### src/rtl/pcileech_ft601_responder.sv
// pcileech_ft601_responder
// Device-side model of the FT601 245-synchronous FIFO bus. It sits opposite
// the FPGA-side master and is used for loopback bring-up and self-test.
//   RX path : host_din push port -> RX FIFO -> ft601_data_out (first-word
//             fall-through), popped by the master with rd_n/oe_n.
//   TX path : master writes {be,data} under wr_n -> TX FIFO -> host_dout pop port.
//   Flags   : ft601_rxf_n / ft601_txe_n are registered from next-cycle counts.
//   Errors  : sticky underrun / overrun / contention flags, cleared by rst.
// Ports: clk, rst (async, active high), ft601_* bus signals, host_din* push
// port, host_dout* pop port, err_* flags, rx_count / tx_count occupancy.
module pcileech_ft601_responder #(
  parameter int RX_DEPTH_LOG2 = 4,
  parameter int TX_DEPTH_LOG2 = 4
) (
  input  logic                     clk,
  input  logic                     rst,
  input  logic [31:0]              ft601_data_in,
  input  logic [3:0]               ft601_be_in,
  output logic [31:0]              ft601_data_out,
  output logic                     ft601_data_oe,
  output logic                     ft601_rxf_n,
  output logic                     ft601_txe_n,
  input  logic                     ft601_wr_n,
  input  logic                     ft601_rd_n,
  input  logic                     ft601_oe_n,
  input  logic                     ft601_siwu_n,
  input  logic [31:0]              host_din,
  input  logic                     host_din_valid,
  output logic                     host_din_ready,
  output logic [35:0]              host_dout,
  output logic                     host_dout_valid,
  input  logic                     host_dout_ready,
  output logic                     err_underrun,
  output logic                     err_overrun,
  output logic                     err_contention,
  output logic [RX_DEPTH_LOG2:0]   rx_count,
  output logic [TX_DEPTH_LOG2:0]   tx_count
);
  localparam int RA  = RX_DEPTH_LOG2;
  localparam int TA  = TX_DEPTH_LOG2;
  localparam int RXD = 1 << RA;
  localparam int TXD = 1 << TA;
  localparam logic [RA:0] RX_FULL = RXD[RA:0];
  localparam logic [TA:0] TX_FULL = TXD[TA:0];

  typedef enum logic [1:0] {S_IDLE, S_RD_ARB, S_RD, S_WR} state_t;
  state_t state_q, state_d;

  logic [31:0] rx_mem [RXD];
  logic [35:0] tx_mem [TXD];

  logic [RA:0] rx_wp_q, rx_wp_d, rx_rp_q, rx_rp_d, rx_count_d;
  logic [TA:0] tx_wp_q, tx_wp_d, tx_rp_q, tx_rp_d, tx_count_d;
  logic        rxf_n_q, rxf_n_d, txe_n_q, txe_n_d;
  logic        under_q, under_d, over_q, over_d, cont_q, cont_d;
  logic        rx_push, rx_pop, tx_push, tx_pop;

  // siwu_n has no function in this model
  logic unused_siwu;
  assign unused_siwu = ft601_siwu_n;

  assign rx_count = rx_wp_q - rx_rp_q;
  assign tx_count = tx_wp_q - tx_rp_q;

  // Readiness depends only on the current count: a same-cycle pop never
  // makes room for a push into a full FIFO.
  assign host_din_ready  = ~rst & (rx_count != RX_FULL);
  assign host_dout_valid = (tx_count != '0);

  assign rx_push = host_din_valid & host_din_ready;
  assign rx_pop  = ~ft601_rd_n & ~ft601_oe_n & ~rxf_n_q;
  assign tx_push = ~ft601_wr_n & ~txe_n_q;
  assign tx_pop  = host_dout_valid & host_dout_ready;

  assign ft601_data_out = (rx_count != '0) ? rx_mem[rx_rp_q[RA-1:0]] : 32'h0;
  assign ft601_data_oe  = ~ft601_oe_n & ~rst;
  assign host_dout      = host_dout_valid ? tx_mem[tx_rp_q[TA-1:0]] : 36'h0;

  assign ft601_rxf_n    = rxf_n_q;
  assign ft601_txe_n    = txe_n_q;
  assign err_underrun   = under_q;
  assign err_overrun    = over_q;
  assign err_contention = cont_q;

  always_comb begin
    rx_wp_d    = rx_wp_q + (RA+1)'(rx_push);
    rx_rp_d    = rx_rp_q + (RA+1)'(rx_pop);
    tx_wp_d    = tx_wp_q + (TA+1)'(tx_push);
    tx_rp_d    = tx_rp_q + (TA+1)'(tx_pop);
    rx_count_d = rx_wp_d - rx_rp_d;
    tx_count_d = tx_wp_d - tx_rp_d;
    // Registered from next-cycle counts so the flags never overshoot.
    rxf_n_d    = (rx_count_d == '0);
    txe_n_d    = (tx_count_d == TX_FULL);
    under_d    = under_q | (~ft601_rd_n & ~ft601_oe_n & rxf_n_q);
    over_d     = over_q  | (~ft601_wr_n & txe_n_q);
    cont_d     = cont_q  | (~ft601_oe_n & ~ft601_wr_n)
                         | ((state_q == S_WR) & ~ft601_oe_n);
  end

  // Bus phase tracker; an output enable while the master is writing is
  // contention and does not leave WR.
  always_comb begin
    state_d = state_q;
    case (state_q)
      S_IDLE:   if (~ft601_oe_n) state_d = S_RD_ARB;
                else if (~ft601_wr_n) state_d = S_WR;
      S_RD_ARB: if (ft601_oe_n) state_d = S_IDLE;
                else if (~ft601_rd_n) state_d = S_RD;
      S_RD:     if (ft601_oe_n) state_d = S_IDLE;
      S_WR:     if (ft601_wr_n) state_d = S_IDLE;
      default:  state_d = S_IDLE;
    endcase
  end

  always_ff @(posedge clk or posedge rst) begin
    if (rst) begin
      state_q <= S_IDLE;
      rx_wp_q <= '0;
      rx_rp_q <= '0;
      tx_wp_q <= '0;
      tx_rp_q <= '0;
      rxf_n_q <= 1'b1;
      txe_n_q <= 1'b1;
      under_q <= 1'b0;
      over_q  <= 1'b0;
      cont_q  <= 1'b0;
    end else begin
      state_q <= state_d;
      rx_wp_q <= rx_wp_d;
      rx_rp_q <= rx_rp_d;
      tx_wp_q <= tx_wp_d;
      tx_rp_q <= tx_rp_d;
      rxf_n_q <= rxf_n_d;
      txe_n_q <= txe_n_d;
      under_q <= under_d;
      over_q  <= over_d;
      cont_q  <= cont_d;
    end
  end

  // Storage is not reset; the pointers define what is valid.
  always_ff @(posedge clk) begin
    if (rx_push) rx_mem[rx_wp_q[RA-1:0]] <= host_din;
    if (tx_push) tx_mem[tx_wp_q[TA-1:0]] <= {ft601_be_in, ft601_data_in};
  end
endmodule

### config.mk
export PLATFORM = sky130hd
export DESIGN_NAME = pcileech_ft601_responder
export DESIGN_NICKNAME = d
export VERILOG_FILES = /design/src/rtl/pcileech_ft601_responder.sv
export SDC_FILE = /design/constraint.sdc
export NUM_CORES = 1
export LEC_CHECK = 0
export BUFFER_PORTS_ARGS = -buffer_cell sky130_fd_sc_hd__buf_2
export CORE_ASPECT_RATIO = 1.25
export CORE_MARGIN = 2
export CORE_UTILIZATION = 60
export CTS_BUF_LIST = sky130_fd_sc_hd__clkbuf_4
export CTS_CLUSTER_DIAMETER = 50
export DETAILED_ROUTE_END_ITERATION = 12
export PLACE_DENSITY = 0.83
export RECOVER_POWER = 50
export SYNTH_ARGS = -nofsm -noshare
export SYNTH_HDL_FRONTEND = slang
export SYNTH_SLANG_ARGS = --single-unit
### constraint.sdc
create_clock -name clk -period 12 [get_ports clk]
set_input_delay 0.6 -clock clk [delete_from_list [all_inputs] [get_ports clk]]
set_output_delay 0.6 -clock clk [all_outputs]
set_load 0.01 [all_outputs]
# After elaboration in Yosys (flattened, before gate mapping)
# Memory sizes are Yosys's and may differ from the RTL's.
# Cells that the tools add are included.
# word_totals
inputBits	76
ramBits	1088
n_memories	2
latch_bits	0
mem_bits_ro	0
regBits	27
out_inout_bits	86
# memory_table
name	depth	word_bits	rd	rd_clocked_by_memory_dff	write_ports	line	text
tx_mem	16	36	1	0	1	50	logic [35:0] tx_mem [TXD];
rx_mem	16	32	1	0	1	49	logic [31:0] rx_mem [RXD];
# op_classes
n_mul	0
shifts	0
bitwise	21
n_lt_le_gt_ge	0
add_sub_neg	8
n_eq_ne	9
div	0
muxes	13
reduce_logical	5
# op_table
op	n
$mux W36	1
$mux W32	1
$add A5 B1 Y5	4
$sub A5 B5 Y5	4
$mux W2	6
$and A1 B1 Y1	11
$reduce_bool A5 Y1	2
$pmux W2 S4	1
$ne A3 B3 Y1 const B	2
$not A1 Y1	6
$eq A5 B5 Y1 const B	1
$logic_not A5 Y1	1
$ne A5 B5 Y1 const B	1
$eq A2 B2 Y1 const B	2
$mux W1	4
$ne A2 B2 Y1 const B	2
$or A1 B1 Y1	4
$reduce_and A4 Y1	1
$eq A2 B1 Y1 const B	1
$logic_not A2 Y1	1

# Depth between registers and ports, before layout
# Gate-level depths: netlist (run 1).
# logic_depth
word_depth	7
depth_mapped	19
ltp_nobuf	18

# Worst setup path after synthesis (run 1)
# OpenSTA, ideal clock, no wires.
# synth_path
kind	reg2reg
start	register rx_rp_q[1]
end	memory rx_mem[8][0] (enable)
n_path_buf	1
setup_slack_ps	6119
t_arrival_ps	5378
period_less_slack_ps	5881
path_stages_with_launch	9
t_required_ps	11497
path_cell_list	dfrtp_1 clkinv_1 buf_1 ha_1 nor2b_1 o21a_1 o21ai_0 a221oi_2 nor4_1
# synth_via
elab_chain_len	6
# synth_lines
element	line	text
from (decl)	52	logic [RA:0] rx_wp_q, rx_wp_d, rx_rp_q, rx_rp_d, rx_count_d;
from (signal assigned)	131	rx_rp_q <= rx_rp_d;
$sub A5 B5 Y5	62	assign rx_count = rx_wp_q - rx_rp_q;
$ne A5 B5 Y1	67	assign host_din_ready = ~rst & (rx_count != RX_FULL);
$and A1 B1 Y1	67	
$and A1 B1 Y1	70	assign rx_push = host_din_valid & host_din_ready;
$mux W1	144	if (rx_push) rx_mem[rx_wp_q[RA-1:0]] <= host_din;
$mux W1 (implied by the code)	144	
to (decl)	49	
# No other way between the ends.

# Worst setup path in the final report (run 1)
# layout_path
start	register rx_rp_q[0]
end	output ft601_data_out[16]
# layout_via
elab_chain_len	3
# layout_lines
element	line	text
$sub A5 B5 Y5	62	
$reduce_bool A5 Y1	75	assign ft601_data_out = (rx_count != '0) ? rx_mem[rx_rp_q[RA-1:0]] : 32'h0;
$mux W32 (*)	75	
to (decl)	19	output logic [31:0] ft601_data_out,
# Every way passes the cells marked *; elsewhere a longest branch is shown, timed or not.

==> summary.md, run 1 <==
| Metric | Value |
|---|---|
| Htree depth | `5` |
| RSZ-0062 raised after global routing | `false` |
| Status | `finished with violations` |
| I/O Buffers | `160` |
| Top post-synthesis cells by count | `1088 x edfxtp_1, 339 x mux4_2, 73 x nor2b_1` |
| Arr. time, crit path | `6.27 ns` |
| Netlist cell types | `43` |
| Die area | `74300 sq um` |
| Site Rows | `110` |
| Chip width | `244.2 microns` |
| Total number of vias | `21.44k` |
| Max-slew violation count | `37` |
| Crit end category | `output port` |
| Post-synth top area cell | `edfxtp_1` |
| Worst-Margin Slew | `2.179 ns` |
| Worst Hold Class | `in2reg` |
| Sequential share of the synthesized area | `77.06%` |
| Final nets | `2401` |
| Cell area after synthesis | `43280 sq um` |
| Crit share post-route | `57.21%` |
| Failing checks | `max-capacitance violations, max-slew violations` |
| Clock Path Buffers | `4` |
| Post-CTS Setup Bufs | `0` |
| Syn nets | `1923` |
| Syn Inst Count | `1820` |
| Remaining DRCs | `0` |
| Top post-synthesis cells by area | `edfxtp_1 75%, mux4_2 18%, dfrtp_1 1.4%` |
| Setup slack, reg-to-reg | `6.33 ns` |
| Final setup vio count | `0` |
| Min Hold Slack | `0.1488 ns` |
| Hold Path Origin | `host_din_valid` |
| CTS clk-pin slew, worst paths | `0.06 ns` |
| Tmin final | `6.866 ns` |
| Gr ovfl total | `0` |
| CTS buffer count | `279` |
| GPL Wtd Cong | `0.7654` |
| Overall routing resource usage | `26.81%` |
| Ys Warns | `0` |
| Post-synth top flop | `edfxtp_1` |
| Cell Pwr Density | `237.0 nW/um^2` |
| Startpoint Class | `flip-flop` |
| Final Hold Vio Count | `0` |
| Clock skew | `0.09437 ns` |
| Hpwl dp | `50.84 mm` |
| WP data required | `11.40 ns` |
| Area growth, synth to finish | `13.78%` |
| Initial Util | `60.35%` |
| Drt first pass iters | `5` |
| Max-cap violations | `1` |
| Crit Path Class | `reg2out` |
| Initial drt markers | `2192` |
| RR Startpoint | `rx_rp_q[0]` |
| Detail Route Antenna Nets | `0` |
| Crit Path Max Fanout | `52` |
| Die H | `304.3 microns` |
| First-pass GRT wire length | `143.1 mm` |
| Syn avg cell area | `23.78 sq um` |
| Yosys reg bits | `1115` |
| Max IR drop VDD | `0.1555 mV` |
| Origin of the worst setup path | `rx_rp_q[0]` |
| Asr flop ratio synth | `2.422%` |
| EDFF count, synth | `1088` |
| Placeable Area | `71710 sq um` |
| Share of the synthesized area in the top cell type | `75.49%` |
| Headroom to the max-slew limit | `-45.24%` |
| Hold_buf cts | `75` |
| Clk_lat worst skew | `1.08 ns` |
| Fmax | `145.7 MHz` |
| Wire per inst | `28.55 microns` |
| Number of top-level pins | `162` |
| Vias in the first global route | `23.25k` |
| Leakage Power | `0.01606 uW` |
| Pin count of the biggest net entering global routing | `77` |
| CTS tree | `done` |
| WL final | `97.26 mm` |
| CTS sink cnt | `1115` |
| Initial antenna violation count | `4` |
| Share of layout cells above drive strength 1 | `37.01%` |
| Setup TNS | `0 ns` |
| Post-cts gate resize count | `0` |
| Most frequent cell after synthesis | `edfxtp_1` |
| Via/cell ratio | `6.294` |
| CTS root buf | `clkbuf_4` |
cell type report:
cell class,count,area [sq um]
clock inverter,59,387.9
sequential,1115,33360
antenna,6,15.01
fill,4221,22470
timing repair buffer,283,1822
inverter,28,105.1
tap,952,1191
clock buffer,372,2793
multi-input combinational,591,9562
through the flow:
step           cells  setup slack [ns]  power [uW]  utilization, %  instance area [sq um]
3_5_place_dp    2894             7.027        8804           63.36                  45430
5_1_grt         3406             4.384       12220           68.67                  49240
6_report        3406             5.134       11670           68.67                  49240
4_1_cts         3400             5.924       11780           68.84                  49360
2_1_floorplan   1820             6.119        7552               -                  43280
3_3_place_gp    2894             7.082        8629           63.36                  45430
critical path: stages, from the launching register on:
cell and delay [ns]:
dfrtp_1 1.81, buf_4 0.89, buf_4 0.94, mux4_2 0.63, mux4_2 0.49, nor2b_1 0.19, buf_2 0.19
power breakdown:
group | total [uW] | switching (uW) | leakage (uW) | internal, uW
logic | 3820 | 1970 | 0.00402 | 1850
clock network | 2960 | 1410 | 0.00191 | 1550
registers | 4890 | 250 | 0.0101 | 4640
metal layers:
metal / vias up / global-route usage, % / part of all wire (%) / wire length, microns
li1: 8807 / - / - / -
met1: 11210 / 31.49 / 34 / 32630
met2: 1258 / 47.79 / 56 / 54560
met3: 159 / 6.359 / 8.1 / 7849
met4: 2 / 10.42 / 2.3 / 2200
met5: - / 0 / 0.013 / 13
cells by family (layout without fill, tap and decap cells):
family,after synthesis,count (layout),share of synthesized area (%)
flops,1115,1115,77.06
mux,339,339,17.64
simple gates,168,168,2.189
buf+inv,114,742,1.258
compound gates,33,33,0.5493
fa+ha+maj,27,27,0.8153
xor+xnor,24,24,0.4857
other cells,0,6,0
path summary, 6_finish.rpt:
path | endpoint | cells after the start
max in group asynchronous | rx_rp_q[2] | 4
worst min register to register | err_underrun | 1
worst max-delay path | ft601_data_out[16] | 6
min in group asynchronous | tx_rp_q[0] | 4
worst max register to register | ft601_rxf_n | 16
worst min-delay path | rx_wp_q[0] | 3
placed cells by master (no fill, tap or decap), drive strengths merged, types with 17 or more instances in the layout:
cell type	instances
edfxtp	1088
nor2b	73
nor3	17
clkbuf	442
nor2	18
inv	32
ha	25
dfrtp	25
buf	138
dlygate4sd3	75
clkinv	49
mux4	339
registers in the layout (all words and copies together), names as in the netlist:
name	cells
tx_wp_q	5
ft601_txe_n	1
rx_rp_q	5
err_underrun	1
err_overrun	1
rx_wp_q	5
tx_mem	576
tx_rp_q	5
state_q	2
rx_mem	512
ft601_rxf_n	1
err_contention	1
Power figures use the tool's default switching activity.
==> inputs of run 2 (changes only) <==
Settings changed: CORE_UTILIZATION 60 to 58.
Clock period 12 ns to 6.2 ns, I/O delays scaled along.
==> run 2 against run 1 <==
- the flow still finishes with violations (max-capacitance violations, max-slew violations)
- clock skew grew 0.0039 ns
- sequential share of layout area shrank 0.085 points
- non-clock buffer count up 10
- first-iteration DRC count is 15% lower
- clock power grew 87%
- flip-flop and latch count is the same
- worst setup slack worse by 3.9 ns
- critical path depth unchanged
- final area is 0.14% higher
- total power grew 92%
- register-to-register slack worse by 4.6 ns
- critical endpoint is now ft601_data_out[12]
==> summary.md, run 2 (synthesis results as in run 1) <==
| Metric | Value |
|---|---|
| Status | `finished with violations` |
| Failing checks | `max-capacitance violations, max-slew violations` |
| Remaining DRCs | `0 (unchanged)` |
| Slack of the critical path | `1.251 ns (-3.883 ns)` |
| Final setup vio count | `0 (unchanged)` |
| Site Rows | `112 (+1.8%)` |
| Gr ovfl total | `0 (unchanged)` |
| DP Worst Slack | `1.852 ns (-5.175 ns)` |
| Tmin final | `4.949 ns` |
| Clock skew | `0.09830 ns (+0.003938 ns)` |
| Overall routing resource usage | `25.26% (-1.5 points)` |
| CTS sink cnt | `1115 (unchanged)` |
| First-pass GRT wire length | `138.9 mm (-2.9%)` |
| Initial antenna violation count | `4 (unchanged)` |
| Wire per inst | `27.27 microns (-4.5%)` |
| RSZ-0062 raised after global routing | `false` |
| Commonest cells after routing, fill and taps aside | `1088 x edfxtp_1, 366 x clkbuf_4, 339 x mux4_2, 85 x buf_2, 79 x dlygate4sd3_1` |
| Crit Path Class | `reg2out` |
| Max IR drop VDD | `0.3956 mV (+150%)` |
| Max-slew violation count | `62 (+68%)` |
| Worst-Margin Slew | `2.032 ns (-0.1464 ns)` |
| Htree depth | `5 (unchanged)` |
| Placement Cell Area | `45510 sq um (+0.17%)` |
| Final nets | `2406 (+0.21%)` |
| Crit end category | `output port` |
| Die area | `76830 sq um (+3.4%)` |
| Crit Path Max Fanout | `51 (-1.9%)` |
| Total number of vias | `21.25k (-0.90%)` |
| Clk_lat worst skew | `1.10 ns (+0.02 ns)` |
| Setup TNS | `0 ns (unchanged)` |
| Max FFs per register | `576 (unchanged)` |
| Startpoint Class | `flip-flop` |
| Via/cell ratio | `6.182 (-1.8%)` |
| Commonest non-fill, non-tap cell in the layout | `edfxtp_1` |
| Hpwl dp | `48.79 mm (-4.0%)` |
| Crit share post-route | `79.82%` |
| GPL Wtd Cong | `0.7854 (+2.6%)` |
| I/O Buffers | `160 (unchanged)` |
| Cell Pwr Density | `453.9 nW/um^2 (+92%)` |
| Pin count of the biggest net entering global routing | `94 (+22%)` |
| CTS tree | `done` |
| CTS root buf | `clkbuf_4` |
| CTS clk-pin slew, worst paths | `0.07 ns (about the same)` |
| Cell area after layout | `49310 sq um (+0.14%)` |
| Die H | `309.4 microns (+1.7%)` |
| Share of layout cells above drive strength 1 | `36.91% (-0.10 points)` |
| Final Hold Vio Count | `0 (unchanged)` |
| Final Power | `22380 uW (+92%)` |
| Placeable Area | `74270 sq um (+3.6%)` |
| Worst Hold Class | `in2reg` |
| Post-CTS Setup Bufs | `0 (unchanged)` |
| Chip width | `248.3 microns (+1.7%)` |
| Number of top-level pins | `162 (unchanged)` |
| Area growth, synth to finish | `13.93%` |
| Vias in the first global route | `22.86k (-1.7%)` |
| Leakage Power | `0.01606 uW (about the same)` |
| WP data required | `5.89 ns (-5.51 ns)` |
| Detail Route Antenna Nets | `0 (unchanged)` |
| Drt first pass iters | `7 (+2)` |
| Clock Path Buffers | `4 (unchanged)` |
| CTS buffer count | `274 (-1.8%)` |
| Initial drt markers | `1873 (-15%)` |
| WL final | `93.74 mm (-3.6%)` |
| Arr. time, crit path | `4.64 ns (-1.63 ns)` |
| Headroom to the max-slew limit | `-35.99% (+9.3 points)` |
| Initial Util | `58.27% (-2.1 points)` |
| Fmax | `202.1 MHz` |
| Fill count | `4497 (+6.5%)` |
| Max-cap violations | `3 (+2)` |
## run 2: timing repair
| item | CTS | global route |
|---|---|---|
| endpoints found under the setup margin | 0 | 0 |
| endpoints found under the hold margin | 1136 | 0 |
| resized for setup | 0 | 0 |
| hold buffers | 79 | 0 |
## run 2: cell type report
class                           instances  area (sq um)  share of cell area (%)
Antenna cell                            5         12.51                 0.02538
Clock buffer                          366          2748                   5.573
Clock inverter                         70         357.8                  0.7258
Inverter                               28         105.1                  0.2132
Multi-Input combinational cell        591          9592                   19.45
Sequential cell                      1115         33370                   67.67
Tap cell                              969          1212                   2.459
Timing Repair Buffer                  293          1912                   3.877
## run 2: through the flow
step | hold WS, ns | cells | util (%)
final | 0.1329 | 3437 | 66.39
after global routing | 0.07281 | 3436 | 66.38
after CTS | 0.002868 | 3432 | 66.52
after detailed placement | 0.4460 | 2917 | 61.28
after global placement | 0.4354 | 2917 | 61.28
after floorplan | 0.3783 | 1820 | -
## run 2: where the power goes
group	switching, uW	internal (uW)	total, uW
Combinational	4020	3590	7610
Clock	2690	2850	5540
Sequential	254	8980	9240
Total	6960	15400	22400
## run 2: final timing paths
kind,startpoint,slack (ns),depth (start not counted),end
max in group asynchronous,rst,4.10,5,rx_rp_q[0]
worst min register to register,err_underrun,0.46,1,err_underrun
worst max-delay path,rx_rp_q[0],1.25,6,ft601_data_out[12]
worst min-delay path,ft601_oe_n,0.13,4,err_contention
worst max register to register,rx_wp_q[1],1.78,15,ft601_rxf_n
min in group asynchronous,rst,0.96,5,err_contention
## run 2: per-layer routing
layer  track usage (%)  routed length, microns  vias to the layer above  share of wire [%]
li1                  -                       -                     8856                  -
met1             29.33                   31550                    11050                 34
met2             45.18                   52120                     1134                 56
met3             5.735                    7349                      203                7.8
met4             10.48                    2721                        0                2.9
met5                 0                       0                        -                  0
## run 2: worst max-delay path: stages (launching register included)
cell,delay [ns]
dfrtp_4,0.41
buf_4,0.79
buf_4,0.81
mux4_2,0.62
mux4_2,0.48
nor2b_1,0.17
buf_2,0.18
